==> src/rtl/cpu_pkg.sv <==
// cpu_pkg: shared CPU constants, the fetch-buffer entry type and a PC alignment helper.
`default_nettype none

package cpu_pkg;

  localparam int          XLEN             = 32;
  localparam logic [31:0] PC_STEP          = 32'd4;
  localparam logic [31:0] DEFAULT_RESET_PC = 32'h0000_0000;

  typedef struct packed {
    logic [XLEN-1:0] pc;
    logic [XLEN-1:0] instr;
  } fetch_entry_t;

  // Instructions are word aligned; the low address bits are dropped, not trapped.
  function automatic logic [XLEN-1:0] align_pc(input logic [XLEN-1:0] addr);
    return {addr[XLEN-1:2], 2'b00};
  endfunction

endpackage

`default_nettype wire

==> src/rtl/fetch_fifo.sv <==
// fetch_fifo: in-order buffer of {pc, instr} entries with synchronous flush and asynchronous reset.
`default_nettype none

module fetch_fifo
  import cpu_pkg::*;
#(
  parameter  int DEPTH = 2,
  localparam int PW    = $clog2(DEPTH),
  localparam int CW    = PW + 1
) (
  input  logic         clk,
  input  logic         rst,
  input  logic         flush,
  input  logic         push,
  input  fetch_entry_t push_data,
  input  logic         pop,
  output fetch_entry_t head_data,
  output logic [CW-1:0] count
);

  fetch_entry_t  mem_q [DEPTH];
  logic [PW-1:0] rd_ptr_q, rd_ptr_d;
  logic [PW-1:0] wr_ptr_q, wr_ptr_d;
  logic [CW-1:0] count_q,  count_d;

  // DEPTH is a power of two, so the pointers wrap by plain overflow.
  always_comb begin
    rd_ptr_d = rd_ptr_q;
    wr_ptr_d = wr_ptr_q;
    count_d  = count_q;
    if (flush) begin
      rd_ptr_d = '0;
      wr_ptr_d = '0;
      count_d  = '0;
    end else begin
      if (push) wr_ptr_d = wr_ptr_q + PW'(1);
      if (pop)  rd_ptr_d = rd_ptr_q + PW'(1);
      case ({push, pop})
        2'b10:   count_d = count_q + CW'(1);
        2'b01:   count_d = count_q - CW'(1);
        default: count_d = count_q;
      endcase
    end
  end

  always_ff @(posedge clk or posedge rst) begin
    if (rst) begin
      rd_ptr_q <= '0;
      wr_ptr_q <= '0;
      count_q  <= '0;
    end else begin
      rd_ptr_q <= rd_ptr_d;
      wr_ptr_q <= wr_ptr_d;
      count_q  <= count_d;
    end
  end

  always_ff @(posedge clk) begin
    if (push && !flush) mem_q[wr_ptr_q] <= push_data;
  end

  assign head_data = mem_q[rd_ptr_q];
  assign count     = count_q;

endmodule

`default_nettype wire

==> src/rtl/instr_fetch.sv <==
// instr_fetch: PC register, IMEM request, redirect/flush control and fetch buffer toward decode.
`default_nettype none

module instr_fetch
  import cpu_pkg::*;
#(
  parameter logic [XLEN-1:0] RESET_PC = DEFAULT_RESET_PC,
  parameter int              DEPTH    = 2
) (
  input  logic            clk,
  input  logic            rst,
  output logic [XLEN-1:0] imem_pc,
  input  logic [XLEN-1:0] imem_instruction,
  input  logic            redirect_valid,
  input  logic [XLEN-1:0] redirect_pc,
  output logic            out_valid,
  input  logic            out_ready,
  output logic [XLEN-1:0] out_instr,
  output logic [XLEN-1:0] out_pc,
  output logic            misalign_err
);

  localparam int CW = $clog2(DEPTH) + 1;

  logic [XLEN-1:0] pc_q, pc_d;
  logic            misalign_q, misalign_d;
  logic [CW-1:0]   fifo_count;
  logic            fetch_en;
  logic            pop;
  fetch_entry_t    push_entry;
  fetch_entry_t    head_entry;

  // Fetch is gated on the registered count only: a full buffer never pops-through.
  assign fetch_en = !redirect_valid && (fifo_count < CW'(DEPTH));
  assign pop      = out_valid && out_ready;

  assign push_entry.pc    = pc_q;
  assign push_entry.instr = imem_instruction;

  always_comb begin
    pc_d       = pc_q;
    misalign_d = 1'b0;
    if (redirect_valid) begin
      pc_d       = align_pc(redirect_pc);
      misalign_d = |redirect_pc[1:0];
    end else if (fetch_en) begin
      pc_d = pc_q + PC_STEP;
    end
  end

  always_ff @(posedge clk or posedge rst) begin
    if (rst) begin
      pc_q       <= RESET_PC;
      misalign_q <= 1'b0;
    end else begin
      pc_q       <= pc_d;
      misalign_q <= misalign_d;
    end
  end

  fetch_fifo #(
    .DEPTH (DEPTH)
  ) u_fifo (
    .clk       (clk),
    .rst       (rst),
    .flush     (redirect_valid),
    .push      (fetch_en),
    .push_data (push_entry),
    .pop       (pop),
    .head_data (head_entry),
    .count     (fifo_count)
  );

  assign imem_pc      = pc_q;
  assign out_valid    = (fifo_count != '0);
  assign out_instr    = head_entry.instr;
  assign out_pc       = head_entry.pc;
  assign misalign_err = misalign_q;

endmodule

`default_nettype wire

==> config.mk <==
export PLATFORM = sky130hd
export DESIGN_NAME = instr_fetch
export DESIGN_NICKNAME = d
export VERILOG_FILES = /design/src/rtl/cpu_pkg.sv /design/src/rtl/fetch_fifo.sv /design/src/rtl/instr_fetch.sv
export SDC_FILE = /design/constraint.sdc
export NUM_CORES = 1
export LEC_CHECK = 0
export ABC_AREA = 1
export CAP_MARGIN = 20
export CORE_MARGIN = 2
export CORE_UTILIZATION = 40
export CTS_CLUSTER_DIAMETER = 50
export DETAILED_ROUTE_END_ITERATION = 6
export HOLD_SLACK_MARGIN = 0.15
export PLACE_DENSITY_LB_ADDON = 0.1
export SLEW_MARGIN = 15
export SYNTH_ARGS = -nofsm -noshare
export SYNTH_HDL_FRONTEND = slang
export SYNTH_HIERARCHICAL = 1
export SYNTH_SLANG_ARGS = --single-unit
==> constraint.sdc <==
create_clock -name clk -period 5.8 [get_ports clk]
set_input_delay 0.58 -clock clk [delete_from_list [all_inputs] [get_ports clk]]
set_output_delay 0.58 -clock clk [all_outputs]
set_load 0.05 [all_outputs]
==> impl_metrics.json <==
{
  "fin_crit_ps": 3180,
  "clock-sinks": 163,
  "syn_area_per_cell_sq_um": 12.4,
  "gr-total-overflow": 0,
  "relSlewSlack": 0.575,
  "start_util": 0.407,
  "start_kind": "flop",
  "cpPeakStageDelay_ps": 730,
  "nFillCells": 1551,
  "p_sw_mw": 1.40,
  "p_int_mw": 2.45,
  "drt.antenna.violating_nets": 0,
  "drive_above_1_share": 0.160,
  "setup_viol": 0,
  "min_path_type": "in -> async",
  "root_buffer": "clkbuf_16",
  "fin_ws_ps": 2620,
  "synth_top_family_by_area": "simple AND/OR/NAND/NOR gates",
  "syn_to_final_growth_pct": 34.3,
  "synth.distinct_cells": 32,
  "die_h_um": 139,
  "rows": 49,
  "fp.dieW_um": 139,
  "wl_per_cell_um": 16.3,
  "grt_max_degree": 67,
  "drcViolationCount": 0,
  "drv_slew": 0,
  "clockBufferDepth": 2,
  "mostFrequentLayoutCells": "clkdlybuf4s50_1, nand2_1, edfxtp_1, inv_1, mux2_4",
  "tns_ps": 0,
  "diodes": 0,
  "path_class": "reg -> out",
  "place_ws_ps": 2290,
  "p_seq_frac": 0.403,
  "synth_xor_area_frac": 0.0132,
  "cts_resized": 0,
  "p_clk_frac": 0.274,
  "worst-path-buf-inv": 2,
  "finalWirelength_mm": 16.4,
  "critPathTopFamily": "buffers and inverters",
  "io_pins": 166,
  "synth_seq_cells": 163,
  "slowest_stage": "dfrtp_4",
  "cts_tree": "done",
  "clk_pin_slew_ps": 60,
  "grt_pass1_wl_mm": 25.9,
  "dp_hpwl_mm": 10.9,
  "reg2reg_slack_ps": 3560,
  "p_leak_nw": 3.82,
  "placement.io_buffers": 163,
  "fmax_mhz": 315,
  "outcome": "finished clean",
  "grt_pass1_vias": 4854,
  "core_area_sq_um": 18000,
  "cts_made_buffers": 17,
  "comb_power_share": 0.323,
  "first_pass_iters": 4,
  "crit_fanout": 44,
  "yosysWarningCount": 6,
  "clkLatencyLatePin_ps": 420,
  "yosys.area_share.simple": 0.139,
  "regArea_sq_um": 4720,
  "syn_inst": 592,
  "synth_mux_area_frac": 0.118,
  "setup.worst_path.end_class": "primary output",
  "seq_area_frac_synth": 0.645,
  "viasPerCell": 4.73,
  "path_cells": "buf_16 -> mux2_2 -> clkdlybuf4s50_1",
  "synthAdderAreaFrac": 0.00171,
  "skew_ps": 5.48,
  "h-tree-depth": 4,
  "drv_cap": 0,
  "synth_area_sq_um": 7310,
  "worstMarginPinSlew_ps": 636,
  "vdd_ir_drop_max_uv": 243,
  "vias": 4790,
  "fin_crit_sh": 0.548,
  "critical_path_arrival_ps": 2600,
  "layout_commonest_cell": "clkdlybuf4s50_1",
  "cts_setup_buffers": 0,
  "multi_input_area_sq_um": 2280,
  "powerDensity_nw_per_um2": 392,
  "cts_hold_buf": 0,
  "swShare": 0.364,
  "nNetsFinal": 839,
  "dieArea_sq_um": 19400,
  "antenna_found_initial": 0,
  "hold_viol_final": 0,
  "synth_compound_area_frac": 0.0344,
  "rsz0062_at_grt": "no",
  "cp.required_ps": 5220,
  "drt_iter0_markers": 263,
  "gp_congestion": 0.879,
  "grt_usage": 0.172
}
## kinds of logic (layout without fill, tap and decap cells)
logic type / after synthesis / count (layout)
simple gates: 236 / 236
flops: 163 / 163
buf+inv: 77 / 263
mux: 64 / 64
compound gates: 39 / 39
xor+xnor: 11 / 11
fa+ha+maj: 1 / 1
other cells: 1 / 6
## worst reg2reg max path, delay by kind of cell, from the launching register on
family                 cells  cell delay [ps]
AND/OR/NAND/NOR            3              850
flip-flops                 1              500
buffers and inverters      1              520
## cell usage after synthesis (all sizes together)
cell type  instances  share of area
a21oi              4         0.0027
a22o               9          0.011
buf               15          0.016
clkbuf             2         0.0010
conb               1        0.00051
dfrtp             35           0.12
edfxtp           128           0.53
ha                 1         0.0017
inv               60          0.031
mux2              64           0.12
nand2            160          0.084
nand3             19          0.013
nand4              4         0.0034
nor2              50          0.037
nor3               2         0.0014
o211ai             1         0.0010
o21a               1         0.0010
o21ai             18          0.012
o21bai             4         0.0041
o221ai             2         0.0024
or2                1        0.00086
xnor2              1         0.0012
xor2              10          0.012
## worst paths after layout
path	depth (start not counted)	from	end
setup reg to reg	4	u_fifo/count[1]	u_fifo/mem_q[0][21]
setup / recovery	3	u_fifo/rd_ptr_q	out_pc[23]
min in group clk	0	imem_pc[29]	u_fifo/mem_q[0][61]
hold reg to reg	0	imem_pc[29]	u_fifo/mem_q[0][61]
max in group asynchronous	3	rst	imem_pc[29]
hold / removal	2	rst	u_fifo/rd_ptr_q
## registers in the layout, indices dropped and copies added, names as in the netlist
| name | count |
|---|---|
| misalign_err | 1 |
| u_fifo/rd_ptr_q | 1 |
| u_fifo/count | 2 |
| imem_pc | 30 |
| u_fifo/mem_q | 128 |
| u_fifo/wr_ptr_q | 1 |
## power by group through the flow
stage | Clock, mW | Combinational, mW | Sequential [mW]
final | 1.05 | 1.25 | 1.55
after floorplan | 0 | 0.731 | 1.68
after global routing | 1.13 | 1.31 | 1.57
after global placement | 0 | 1.20 | 1.60
after CTS | 1.08 | 1.21 | 1.58
after detailed placement | 0 | 1.21 | 1.61
## routing by layer
layer | part of all wire | track usage
met3 | 0.039 | 0.0334
met5 | 0 | 0
met4 | 0.014 | 0.0590
met2 | 0.48 | 0.286
met1 | 0.46 | 0.227
## metrics by stage
stage	cell area (sq um)	util	hold WS (ps)	instances	total power [mW]
3_5_place_dp	9180	0.511	554	977	2.81
5_1_grt	9820	0.547	397	1012	4.02
2_1_floorplan	7330	-	346	597	2.41
4_1_cts	9740	0.542	383	1009	3.88
6_report	9820	0.547	390	1012	3.85
3_3_place_gp	9180	0.511	518	977	2.80
## area by class of cell
cell class	instances	area share
repair buffers	171	0.178
flip-flops and latches	163	0.481
clock inverters	13	0.0118
clock buffers	19	0.0451
well taps	229	0.0292
inverters	60	0.0229
multi-input cells	357	0.232
Note: power is estimated with default switching activity, not from simulation.
